$ cat config.mk
export PLATFORM = sky130hd
export DESIGN_NAME = row_readout_buffer
export DESIGN_NICKNAME = d
export VERILOG_FILES = /design/src/rtl/row_readout_buffer.sv
export SDC_FILE = /design/constraint.sdc
export NUM_CORES = 1
export LEC_CHECK = 0
export CELL_PAD_IN_SITES_DETAIL_PLACEMENT = 1
export CELL_PAD_IN_SITES_GLOBAL_PLACEMENT = 1
export CORE_MARGIN = 4
export CORE_UTILIZATION = 46
export CTS_CLUSTER_DIAMETER = 100
export DETAILED_ROUTE_END_ITERATION = 8
export PLACE_DENSITY = 0.91
export SYNTH_ARGS = -nofsm -noshare
export SYNTH_HDL_FRONTEND = slang
export SYNTH_SLANG_ARGS = --single-unit
$ cat constraint.sdc
create_clock -name CLK -period 3.21 [get_ports CLK]
set_clock_uncertainty 0.05 [all_clocks]
set_input_delay 0.4815 -clock CLK [delete_from_list [all_inputs] [get_ports CLK]]
set_output_delay 0.4815 -clock CLK [all_outputs]
set_load 0.02 [all_outputs]
$ cat src/rtl/row_readout_buffer.sv
// Two-bank ping-pong row buffer: captures a full (optionally Gray-decoded) pixel row
// and streams it out OUTPUT_BUS_WIDTH pixels per beat over a valid/ready handshake.
module row_readout_buffer #(
  parameter int PIXEL_ARRAY_WIDTH = 8,
  parameter int PIXEL_BITS        = 8,
  parameter int OUTPUT_BUS_WIDTH  = 2,
  parameter int GRAY_DECODE       = 1,
  parameter int ROW_TAG_BITS      = 4
) (
  input  logic                                   CLK,
  input  logic                                   RESET_N,
  input  logic                                   ROW_VALID,
  input  logic [PIXEL_ARRAY_WIDTH*PIXEL_BITS-1:0] DATA_IN,
  output logic                                   ROW_READY,
  output logic                                   OUT_VALID,
  input  logic                                   OUT_READY,
  output logic [OUTPUT_BUS_WIDTH*PIXEL_BITS-1:0]  DATA_OUT,
  output logic                                   OUT_FIRST,
  output logic                                   OUT_LAST,
  output logic [ROW_TAG_BITS-1:0]                OUT_ROW,
  output logic                                   OUTPUT_EN,
  output logic                                   OVERFLOW,
  input  logic                                   CLEAR_OVERFLOW
);

  localparam int ROW_BITS  = PIXEL_ARRAY_WIDTH * PIXEL_BITS;
  localparam int BUS_BITS  = OUTPUT_BUS_WIDTH * PIXEL_BITS;
  localparam int BEATS     = PIXEL_ARRAY_WIDTH / OUTPUT_BUS_WIDTH;
  localparam int BEAT_BITS = (BEATS > 1) ? $clog2(BEATS) : 1;
  localparam logic [BEAT_BITS-1:0] LAST_BEAT = BEAT_BITS'(BEATS - 1);

  generate
    if (PIXEL_ARRAY_WIDTH % OUTPUT_BUS_WIDTH != 0) begin : g_bad_bus_width
      $error("PIXEL_ARRAY_WIDTH must be a multiple of OUTPUT_BUS_WIDTH");
    end
  endgenerate

  typedef enum logic {IDLE, SEND} state_t;

  state_t                  state;
  logic [ROW_BITS-1:0]     bank_data [2];
  logic [ROW_TAG_BITS-1:0] bank_tag  [2];
  logic [1:0]              bank_full;
  logic                    wr_ptr;
  logic                    rd_ptr;
  logic [BEAT_BITS-1:0]    beat;
  logic [ROW_TAG_BITS-1:0] tag_cnt;

  logic [ROW_BITS-1:0]     row_dec;
  logic                    capture;
  logic                    drop;
  logic                    xfer;
  logic                    last_xfer;
  logic [1:0]              full_nxt;
  logic                    rd_nxt;
  logic [BEAT_BITS-1:0]    beat_nxt;
  logic                    send_nxt;
  logic [ROW_BITS-1:0]     rd_row;
  logic [BUS_BITS-1:0]     beat_data;

  // Gray to binary per pixel: keep the MSB, each lower bit folds in the bit above it.
  always_comb begin
    row_dec = DATA_IN;
    if (GRAY_DECODE != 0) begin
      for (int unsigned p = 0; p < PIXEL_ARRAY_WIDTH; p++) begin
        for (int unsigned i = 1; i < PIXEL_BITS; i++) begin
          row_dec[p*PIXEL_BITS + PIXEL_BITS - 1 - i] =
            row_dec[p*PIXEL_BITS + PIXEL_BITS - i] ^ DATA_IN[p*PIXEL_BITS + PIXEL_BITS - 1 - i];
        end
      end
    end
  end

  always_comb begin
    capture   = ROW_VALID & ROW_READY;
    drop      = ROW_VALID & ~ROW_READY;
    xfer      = OUT_VALID & OUT_READY;
    last_xfer = xfer & (beat == LAST_BEAT);

    full_nxt = bank_full;
    if (last_xfer) full_nxt[rd_ptr] = 1'b0;
    if (capture)   full_nxt[wr_ptr] = 1'b1;

    rd_nxt = rd_ptr ^ last_xfer;
    if (last_xfer)  beat_nxt = '0;
    else if (xfer)  beat_nxt = beat + BEAT_BITS'(1);
    else            beat_nxt = beat;

    // Uses pre-edge flags so a row is only presented once its bank write has landed.
    send_nxt = 1'b0;
    case (state)
      IDLE:    send_nxt = bank_full[rd_ptr];
      SEND:    send_nxt = last_xfer ? bank_full[~rd_ptr] : 1'b1;
      default: send_nxt = 1'b0;
    endcase

    rd_row    = bank_data[rd_nxt];
    beat_data = rd_row[int'(beat_nxt)*BUS_BITS +: BUS_BITS];
  end

  always_ff @(posedge CLK) begin
    if (capture) begin
      bank_data[wr_ptr] <= row_dec;
      bank_tag[wr_ptr]  <= tag_cnt;
    end
  end

  always_ff @(posedge CLK or negedge RESET_N) begin
    if (!RESET_N) begin
      state     <= IDLE;
      bank_full <= '0;
      wr_ptr    <= 1'b0;
      rd_ptr    <= 1'b0;
      beat      <= '0;
      tag_cnt   <= '0;
      ROW_READY <= 1'b1;
      OUT_VALID <= 1'b0;
      OUT_FIRST <= 1'b0;
      OUT_LAST  <= 1'b0;
      OUT_ROW   <= '0;
      DATA_OUT  <= '0;
      OVERFLOW  <= 1'b0;
    end else begin
      state     <= send_nxt ? SEND : IDLE;
      bank_full <= full_nxt;
      wr_ptr    <= wr_ptr ^ capture;
      rd_ptr    <= rd_nxt;
      beat      <= beat_nxt;
      if (ROW_VALID) tag_cnt <= tag_cnt + ROW_TAG_BITS'(1);
      ROW_READY <= ~&full_nxt;
      OUT_VALID <= send_nxt;
      OUT_FIRST <= send_nxt & (beat_nxt == '0);
      OUT_LAST  <= send_nxt & (beat_nxt == LAST_BEAT);
      OUT_ROW   <= send_nxt ? bank_tag[rd_nxt] : '0;
      DATA_OUT  <= send_nxt ? beat_data : '0;
      if (drop)                OVERFLOW <= 1'b1;
      else if (CLEAR_OVERFLOW) OVERFLOW <= 1'b0;
    end
  end

  assign OUTPUT_EN = OUT_VALID;

endmodule
# ---- After elaboration in Yosys (flattened, before gate mapping)
# Memories as Yosys holds them, arrays and structs flattened.
# Index checks and enable logic that the tools add are counted.
dict set report totals {
  register_bits 36
  ramBits 136
  in_bits 69
  out_inout_bits 26
  elab_cells 122
  memories 2
}
# name depth word_bits read_ports rd_clocked_by_memory_dff wr line
set mem_list {}
lappend mem_list {bank_data 2 64 1 0 1 41} ;# logic [ROW_BITS-1:0] bank_data [2];
lappend mem_list {bank_tag 2 4 1 0 1 42} ;# logic [ROW_TAG_BITS-1:0] bank_tag [2];
dict set report op_classes {
  addsub 2
  order_cmp 5
  eq_ne 2
  shift 1
  muxes 21
  bitwise_logic 70
  reduce_logical 6
}
# operator n
set op_table {}
lappend op_table {{indexed part select 64 x 7 -> 16 bit} 1}
lappend op_table {{bitwise XOR 1 bit} 58}
lappend op_table {{2-to-1 mux 16 bit} 1}
lappend op_table {{2-to-1 mux 1 bit} 12}
lappend op_table {{2-to-1 mux 2 bit} 4}
lappend op_table {{bitwise AND 1 bit} 6}
lappend op_table {{< comparator 1 x 2 -> 1 bit, second input constant} 3}
lappend op_table {{adder 4 x 1 -> 4 bit, second input constant} 1}
lappend op_table {{== test 2 bit, second input constant} 2}
lappend op_table {{2-to-1 mux 4 bit} 1}
lappend op_table {{inverter 1 bit} 3}
lappend op_table {{adder 2 x 1 -> 2 bit, second input constant} 1}
lappend op_table {{bitwise AND 2 bit} 1}
lappend op_table {{demux 1 bit (select 1 bit)} 2}
lappend op_table {{greater-or-equal comparator 1 bit, second input constant} 2}
lappend op_table {{logical AND 1 bit} 2}
lappend op_table {{zero test 2 bit} 1}
lappend op_table {{inverter 2 bit} 1}
lappend op_table {{bitwise OR 2 bit} 1}
lappend op_table {{one-hot mux 1 bit (2 select lines)} 1}
lappend op_table {{AND reduction 2 bit} 1}
lappend op_table {{nonzero test 2 bit} 1}
lappend op_table {{zero test 1 bit} 1}

# ---- Longest topological paths before layout
# Gate-level depths: netlist (run 1).
dict set report logic_depth {
  word_depth 11
  ltp_mapped 8
  mapped_depth_nobuf 6
}

# ---- Worst setup path before layout (run 1)
# OpenSTA, ideal clock, no wires.
dict set report synth_timing {
  kind {reg2reg}
  from {register ROW_READY}
  to {memory bank_data[0][0] (netlist bit) (enable)}
  setup_ps 434
  t_arrival_ps 2385
  required_time_ps 2726
  setup_slack_ps 341
  stages_incl_launch_ff 4
  n_path_buf 0
  period_less_slack_ps 2869
  cell_sequence {dfstp_2 > nand2_1 > inv_1 > ha_1}
}
dict set report synth_via {
  elab_chain_len 3
}
# element line
set synth_lines {}
lappend synth_lines {{start: declaration} 14} ;# output logic ROW_READY,
lappend synth_lines {{start signal: assignment} 130} ;# ROW_READY <= ~&full_nxt;
lappend synth_lines {{bitwise AND 1 bit} 75} ;# capture = ROW_VALID & ROW_READY;
lappend synth_lines {{2-to-1 mux 1 bit} 102} ;# if (capture) begin
lappend synth_lines {{2-to-1 mux 1 bit (implied by the code)} 103} ;# bank_data[wr_ptr] <= row_dec;
lappend synth_lines {{end: declaration} 41}
# Every way passes these cells.

# ---- Final worst setup path (run 1)
dict set report layout_timing {
  from {register beat[0]}
  to {register DATA_OUT[9]}
}
dict set report layout_via {
  elab_chain_len 6
  elab_cells_between_ends 11
  classes_between {add/sub: 1; eq/ne: 1; shift: 1; mux: 5; bitwise: 2; memory: 1}
}
# element line
set layout_lines {}
lappend layout_lines {{start: declaration} 46} ;# logic [BEAT_BITS-1:0] beat;
lappend layout_lines {{start signal: assignment} 128} ;# beat <= beat_nxt;
lappend layout_lines {{== test 2 bit} 78} ;# last_xfer = xfer & (beat == LAST_BEAT);
lappend layout_lines {{bitwise AND 1 bit} 78}
lappend layout_lines {{bitwise XOR 1 bit} 84} ;# rd_nxt = rd_ptr ^ last_xfer;
lappend layout_lines {{memory read (2 x 64 bit)} -}
lappend layout_lines {{indexed part select 64 x 7 -> 16 bit} 98} ;# beat_data = rd_row[int'(beat_nxt)*BUS_BITS +: BUS_BITS];
lappend layout_lines {{2-to-1 mux 16 bit *} 135} ;# DATA_OUT <= send_nxt ? beat_data : '0;
lappend layout_lines {{end signal: assignment} 135}
lappend layout_lines {{end: declaration} 17} ;# output logic [OUTPUT_BUS_WIDTH*PIXEL_BITS-1:0] DATA_OUT,
# Mark *: on every way between the ends. The rest lies on a longest branch, timed or not.
# A chain may end at the register's enable or synchronous reset.

==> insert_results.sql, run 1 <==
INSERT INTO impl_metrics (metric_group, metric, value, unit) VALUES
('clock_network', 'cts-resized-gates', '0', ''),
('setup_path', 'critPathRequiredTime', '3480', 'ps'),
('floorplanning', 'die-height', '134', 'µm'),
('power', 'totalPowerFinal', '8.37', 'mW'),
('floorplanning', 'rows', '45', ''),
('floorplanning', 'floorplan.initialDensity', '0.474', ''),
('clock_network', 'tritoncts', 'yes', ''),
('grt', 'grtUsageMet1', '0.242', ''),
('setup_path', 'worstPathMaxFanout', '21', ''),
('floorplanning', 'fp.dieW', '134', 'µm'),
('final_layout', 'antenna_cells_inserted', '0', ''),
('timing', 'max_slew_margin', '0.450', ''),
('final_layout', 'non_filler_cells_in_the_finished_layout', '778', ''),
('synthesis', 'yosysWarningCount', '0', ''),
('clock_network', 'postCtsHoldBufs', '0', ''),
('drt', 'vias_per_cell', '5.24', ''),
('setup_path', 'slowest_delay', '510', 'ps'),
('placed_design', 'gp_congestion', '0.787', ''),
('clock_network', 'clock_tree.buffer_depth', '2', ''),
('grt', 'antenna_violations_before_repair', '0', ''),
('grt', 'grt.met3_usage', '0.0438', ''),
('power', 'max-vdd-ir-drop', '0.457', 'mV'),
('timing', 'timing.final.crit_period', '2540', 'ps'),
('synthesis', 'synth_cells', '450', ''),
('placed_design', 'port-buffer-count', '94', ''),
('grt', 'grt_first_pass_wirelength', '26100', 'µm'),
('clock_network', 'cts_sinks', '171', ''),
('setup_path', 'cpMaxStageDelayCell', 'a2bb2oi_2', ''),
('synthesis', 'mappedNetlistNets', '523', ''),
('floorplanning', 'dieArea', '17800', 'µm²'),
('synthesis', 'syn_area', '7250', 'µm²'),
('timing', 'grt_setup_unrepaired', 'false', ''),
('synthesis', 'syn_avg_cell_area', '16.1', 'µm²'),
('placed_design', 'place_inst', '746', ''),
('setup_path', 'crit_chain', 'ha_1 -> nand3_1 -> mux2_4 -> a2bb2oi_2 -> buf_4 -> o221ai_1 -> o21a_1', ''),
('synthesis', 'seq_area_frac_synth', '0.684', ''),
('run', 'drv.max_cap_violation_count', '0', ''),
('power', 'power.internal', '5.55', 'mW'),
('setup_path', 'worstSetupStartpointType', 'register', ''),
('floorplanning', 'io-pin-count', '95', ''),
('clock_network', 'clk_latency_worst_skew_pair', '430', 'ps'),
('power', 'total_leakage_power', '3.47', 'nW'),
('setup_path', 'worst-path-buf-inv', '1', ''),
('setup_path', 'r2r_slack', '670', 'ps'),
('setup_path', 'reg2reg_depth', '7', ''),
('timing', 'max_slew.worst_pin.slew', '825', 'ps'),
('floorplanning', 'core_box_area', '15300', 'µm²'),
('synthesis', 'async_flop_share', '0.205', ''),
('timing', 'final_hold_viol_count', '0', ''),
('clock_network', 'cts_buffers', '17', ''),
('final_layout', 'design.final.nets', '627', ''),
('clock_network', 'clk_transition_reported_paths', '60', 'ps'),
('grt', 'largest_net_degree_at_the_start_of_global_routing', '49', ''),
('setup_path', 'setup.worst_path.class', 'register to register', ''),
('timing', 'finalCritPeriodShare', '0.790', ''),
('power', 'switching_share', '0.337', ''),
('power', 'clkPwrFrac', '0.224', ''),
('status', 'outcome', 'finished clean', ''),
('synthesis', 'synthDistinctLibCells', '36', ''),
('grt', 'grt_pass1_vias', '4537', ''),
('power', 'net-switching-power', '2.82', 'mW'),
('drt', 'drtAntennaViolNets', '0', ''),
('synthesis', 'synth_enable_flop_cells', '136', ''),
('setup_path', 'critPathTopFamily', 'compound AO/OA/AOI/OAI gates', ''),
('drt', 'detailedRoute.firstIterationViolations', '260', ''),
('final_layout', 'area.growth.synth_to_final', '23.6', '%'),
('timing', 'maxClockFrequency', '394', 'MHz'),
('power', 'pwr_per_cell_area', '933', 'nW/µm²'),
('clock_network', 'ctsHtreeMaxLevel', '4', ''),
('final_layout', 'postLayoutCoreUtil', '0.585', ''),
('drt', 'first_pass_iters', '4', '');
-- Yosys cell counts, drive strengths merged, types with 4 or more instances --
cell type  count  area [µm²]
edfxtp       136        4080
o22ai         17         106
inv           35         131
o221ai        16         140
ha             4        50.1
xnor2         35         314
o21ai          4        20.0
mux2i         68         681
o21a          16         120
dfrtp         34         851
nand2          5        21.3
nor2           4        15.0
xor2          41         419
buf           17         134
-- flip-flops by register name (all words and copies together), names as in the netlist, 2 cells and up --
register   flops
DATA_OUT      16
OUT_ROW        4
bank_data    128
bank_full      2
bank_tag       8
beat           2
tag_cnt        4
-- power by group through the flow --
| stage | registers, mW | logic, mW | clock network [mW] |
|---|---|---|---|
| after floorplan | 3.53 | 1.93 | 0 |
| after global placement | 3.36 | 2.92 | 0 |
| after detailed placement | 3.42 | 3.11 | 0 |
| after CTS | 3.38 | 3.14 | 1.90 |
| after global routing | 3.42 | 3.37 | 2.02 |
| final | 3.38 | 3.12 | 1.87 |
-- cells in the final DEF (no fill, tap or decap), drive strengths merged --
cell type | Yosys | routed
o22ai | 17 | 17
inv | 35 | 35
xor2 | 41 | 41
bufinv | 0 | 1
o21a | 16 | 16
a21boi | 1 | 1
nand3 | 1 | 1
xnor2 | 35 | 35
dfstp | 1 | 1
dfrtp | 34 | 34
mux2i | 68 | 68
nor3 | 3 | 3
a2bb2oi | 1 | 1
nand4 | 2 | 2
mux2 | 2 | 2
nand2 | 5 | 5
edfxtp | 136 | 136
ha | 4 | 4
clkdlybuf4s50 | 0 | 93
clkinv | 1 | 3
a21oi | 2 | 2
clkbuf | 1 | 29
buf | 17 | 10
and4b | 1 | 1
a2bb2o | 1 | 1
o21ai | 4 | 4
a22oi | 1 | 1
o221ai | 16 | 16
nor2 | 4 | 4
-- cells by family after synthesis --
logic type	after synthesis	share of synthesized area
DFF	171	0.684
xor gates and xnor gates	76	0.101
muxes	70	0.0974
AOI/OAI and AO/OA	59	0.0617
buffers and inverters	54	0.0376
and+or+nand+nor	16	0.0114
adders and majority gates	4	0.00690
-- stage by stage --
stage	area, µm²	setup slack (ps)	hold WS (ps)
2_1_floorplan	7250	341	136
3_3_place_gp	8440	569	423
3_5_place_dp	8440	359	446
4_1_cts	8970	672	112
5_1_grt	8970	515	157
6_report	8970	675	98.9
-- worst register-to-register path: cells and delay by family, from the launching register on --
| kind | cells | cell delay, ps |
|---|---|---|
| AO/OA/AOI/OAI | 3 | 900 |
| adder cells (fa/ha/maj) | 1 | 280 |
| buffers and inverters | 1 | 390 |
| flip-flops | 1 | 410 |
| multiplexers | 1 | 200 |
| AND/OR/NAND/NOR | 1 | 200 |
-- how the worst max path moves through the flow --
stage / from / end / slack, ps / cells after the start
6_report: beat[0] / DATA_OUT[9] / 670 / 7
5_1_grt: beat[0] / DATA_OUT[9] / 520 / 7
4_1_cts: beat[0] / DATA_OUT[9] / 670 / 7
3_5_place_dp: OUT_READY / DATA_OUT[9] / 360 / 7
3_3_place_gp: OUT_READY / DATA_OUT[8] / 570 / 7
2_1_floorplan: ROW_READY / bank_data[0][0] / 340 / 3
-- area by class of cell --
type | instances | area [µm²]
clock inverter | 3 | 40.0
clock buffer | 29 | 490
multi-input combinational | 225 | 2030
fill | 1437 | 6350
sequential | 171 | 4960
timing repair buffer | 103 | 1040
inverter | 36 | 135
tap | 211 | 264
-- layer usage --
layer / vias to the layer above / routed length [µm]
met2: 130 / 8690
met5: - / 0
met1: 2067 / 6460
met3: 26 / 895
li1: 1850 / -
met4: 0 / 437
Power figures use the tool's default switching activity.
==> inputs of run 2 (changes only) <==
==> constraint.sdc (replaced) <==
create_clock -name CLK -period 2.6 [get_ports CLK]
set_clock_uncertainty 0.05 [all_clocks]
set_input_delay 0.39 -clock CLK [delete_from_list [all_inputs] [get_ports CLK]]
set_output_delay 0.39 -clock CLK [all_outputs]
set_load 0.02 [all_outputs]
==> insert_results.sql, run 2 (synthesis results as in run 1) <==
INSERT INTO impl_metrics (metric_group, metric, value, unit) VALUES
('clock_network', 'cts-root-buf', 'clkbuf_16', ''),
('clock_network', 'postCtsHoldBufs', '0', ''),
('power', 'clkPwrFrac', '0.218', ''),
('final_layout', 'post_route_cells_drive_above_1_share', '0.117', ''),
('clock_network', 'cts-resized-gates', '0', ''),
('power', 'max-vdd-ir-drop', '0.644', 'mV'),
('placed_design', 'place.detailed.hpwl', '11900', 'µm'),
('power', 'combinationalPowerShare', '0.384', ''),
('final_layout', 'finalInstanceArea', '9060', 'µm²'),
('timing', 'maxClockFrequency', '409', 'MHz'),
('final_layout', 'largest_registers', 'bank_data: 128 flops, DATA_OUT: 16 flops, bank_tag: 8 flops', ''),
('clock_network', 'ctsHtreeMaxLevel', '4', ''),
('placed_design', 'gp_congestion', '0.811', ''),
('grt', 'grt_first_pass_wirelength', '26100', 'µm'),
('clock_network', 'clk_latency_worst_skew_pair', '430', 'ps'),
('setup_path', 'cpMaxStageDelayCell', 'mux2i_1', ''),
('drt', 'avgRoutedWirePerCell', '21.3', 'µm'),
('final_layout', 'mostFrequentLayoutCells', 'edfxtp_1, clkdlybuf4s50_1, mux2i_1', ''),
('drt', 'post-route-drc-count', '0', ''),
('floorplanning', 'io-pin-count', '95', ''),
('setup_path', 'slowest_delay', '440', 'ps'),
('power', 'net-switching-power', '3.58', 'mW'),
('timing', 'setup_viol', '0', ''),
('setup_path', 'setup.worst_path.class', 'register to register', ''),
('timing', 'final_hold_viol_count', '0', ''),
('setup_path', 'worstSetupStartpointType', 'register', ''),
('clock_network', 'clk_transition_reported_paths', '60', 'ps'),
('timing', 'timing.final.crit_period', '2450', 'ps'),
('floorplanning', 'die-height', '134', 'µm'),
('floorplanning', 'core_box_area', '15300', 'µm²'),
('grt', 'global_route.usage.total', '0.197', ''),
('placed_design', 'port-buffer-count', '94', ''),
('clock_network', 'clock_tree.buffer_depth', '2', ''),
('drt', 'drtAntennaViolNets', '0', ''),
('final_layout', 'largest_reg_flops', '128', ''),
('clock_network', 'cts_buffers', '17', ''),
('setup_path', 'crit_arrival', '2710', 'ps'),
('run', 'drv.max_cap_violation_count', '0', ''),
('min_path', 'min-delay-path-class', 'primary input to asynchronous set/reset pin', ''),
('setup_path', 'worst-path-buf-inv', '2', ''),
('final_layout', 'design.final.nets', '633', ''),
('clock_network', 'post-cts-setup-buffer-count', '0', ''),
('drt', 'totalWireLength', '16700', 'µm'),
('clock_network', 'tritoncts', 'yes', ''),
('drt', 'first_pass_iters', '4', ''),
('drt', 'detailedRoute.firstIterationViolations', '332', ''),
('power', 'switching_share', '0.342', ''),
('power', 'pwr_per_cell_area', '1160', 'nW/µm²'),
('grt', 'grt_pass1_vias', '4630', ''),
('drt', 'dr_total_vias', '4069', ''),
('grt', 'antenna_violations_before_repair', '0', ''),
('setup_path', 'crit_chain', 'ha_1 -> buf_4 -> and4b_4 -> a21oi_4 -> buf_12 -> mux2i_1 -> o22ai_1 -> o21a_1', ''),
('floorplanning', 'dieArea', '17800', 'µm²'),
('floorplanning', 'fp.dieW', '134', 'µm'),
('setup_path', 'critPathTopFamily', 'compound AO/OA/AOI/OAI gates', ''),
('final_layout', 'register_with_the_highest_flop_count', 'bank_data', ''),
('placed_design', 'placedInstanceArea', '8510', 'µm²'),
('grt', 'largest_net_degree_at_the_start_of_global_routing', '69', ''),
('final_layout', 'layout.cells.most_common', 'edfxtp_1', ''),
('setup_path', 'crit_path_end_kind', 'register', ''),
('setup_path', 'critPathRequiredTime', '2870', 'ps'),
('timing', 'final_max_slew_viol_count', '0', ''),
('grt', 'globalRouteOverflowTotal', '0', ''),
('drt', 'vias_per_cell', '5.19', ''),
('timing', 'max_slew.worst_pin.slew', '857', 'ps'),
('floorplanning', 'floorplan.initialDensity', '0.474', ''),
('timing', 'max_slew_margin', '0.429', ''),
('timing', 'grt_setup_unrepaired', 'false', ''),
('final_layout', 'area.growth.synth_to_final', '24.8', '%'),
('floorplanning', 'rows', '45', ''),
('final_layout', 'fillCellCount', '1438', ''),
('power', 'total_leakage_power', '3.50', 'nW'),
('clock_network', 'cts_sinks', '171', ''),
('status', 'outcome', 'finished clean', ''),
('final_layout', 'postLayoutCoreUtil', '0.591', ''),
('timing', 'finalCritPeriodShare', '0.941', ''),
('final_layout', 'antenna_cells_inserted', '0', ''),
('power', 'seq_power_share', '0.399', ''),
('setup_path', 'worstPathMaxFanout', '49', ''),
('power', 'power.internal', '6.88', 'mW');
run 2: cell count changes in the layout (fill, tap and decap cells not counted):
cell,previous run,this run
clkbuf_1,10,1
mux2i_1,68,67
clkbuf_8,2,0
a2bb2oi_4,0,1
buf_12,3,5
mux2i_2,0,1
clkinv_4,0,1
clkinv_1,1,3
clkinv_2,2,6
clkinvlp_4,0,4
buf_4,6,10
a2bb2oi_2,1,0
run 2: layout make-up:
cell class | count | area [µm²] | area share
sequential | 171 | 4960 | 0.548
tap | 211 | 264 | 0.0292
inverter | 36 | 135 | 0.0149
timing repair buffer | 109 | 1110 | 0.123
multi-input combinational | 225 | 2050 | 0.226
clock inverter | 14 | 106 | 0.0117
clock buffer | 18 | 429 | 0.0474
run 2: worst paths after layout:
check / to / depth (start not counted) / slack (ps) / startpoint
worst max-delay path: DATA_OUT[2] / 8 / 150 / beat[1]
worst min-delay path: beat[1] / 1 / 20 / RESET_N
worst max register to register: DATA_OUT[2] / 8 / 150 / beat[1]
worst min register to register: tag_cnt[3] / 1 / 440 / tag_cnt[3]
max in group asynchronous: OUT_ROW[0] / 1 / 1940 / RESET_N
min in group CLK: tag_cnt[3] / 1 / 440 / tag_cnt[3]
run 2: per-layer routing:
metal | vias to the layer above | GRT usage | routed length [µm] | part of all wire
met5 | - | 0 | 0 | 0
met3 | 30 | 0.0457 | 773 | 0.046
met2 | 134 | 0.343 | 8950 | 0.54
met4 | 0 | 0.0846 | 408 | 0.024
met1 | 2045 | 0.234 | 6560 | 0.39
li1 | 1860 | - | - | -
run 2: metrics by stage:
| stage | hold slack, ps | TNS [ps] | power, mW | std cells | setup slack (ps) |
|---|---|---|---|---|---|
| 6_report | 22.5 | 0 | 10.5 | 784 | 153 |
| 5_1_grt | 80.9 | 0 | 11.0 | 784 | 52.0 |
| 4_1_cts | 35.8 | 0 | 10.5 | 784 | 115 |
| 3_5_place_dp | 434 | -3260 | 8.21 | 752 | -147 |
| 3_3_place_gp | 421 | -834 | 7.86 | 752 | -85.1 |
| 2_1_floorplan | 44.4 | -36550 | 6.74 | 450 | -269 |
run 2: power by group through the flow:
stage / Sequential (mW) / Clock [mW] / Combinational, mW
global placement: 4.15 / 0 / 3.71
global route: 4.23 / 2.44 / 4.30
floorplan: 4.36 / 0 / 2.39
detailed placement: 4.22 / 0 / 3.99
CTS: 4.17 / 2.31 / 4.03
finish: 4.17 / 2.28 / 4.01
==> inputs of run 3 (changes only) <==
--- a/config.mk
+++ b/config.mk
@@ -10,6 +10,7 @@
 export CORE_MARGIN = 4
 export CORE_UTILIZATION = 46
 export CTS_CLUSTER_DIAMETER = 100
+export CTS_CLUSTER_SIZE = 30
 export DETAILED_ROUTE_END_ITERATION = 8
 export PLACE_DENSITY = 0.91
 export SYNTH_ARGS = -nofsm -noshare
==> results of run 3 <==
Same layout as run 2: the final DEF is identical, and so are final timing and power.
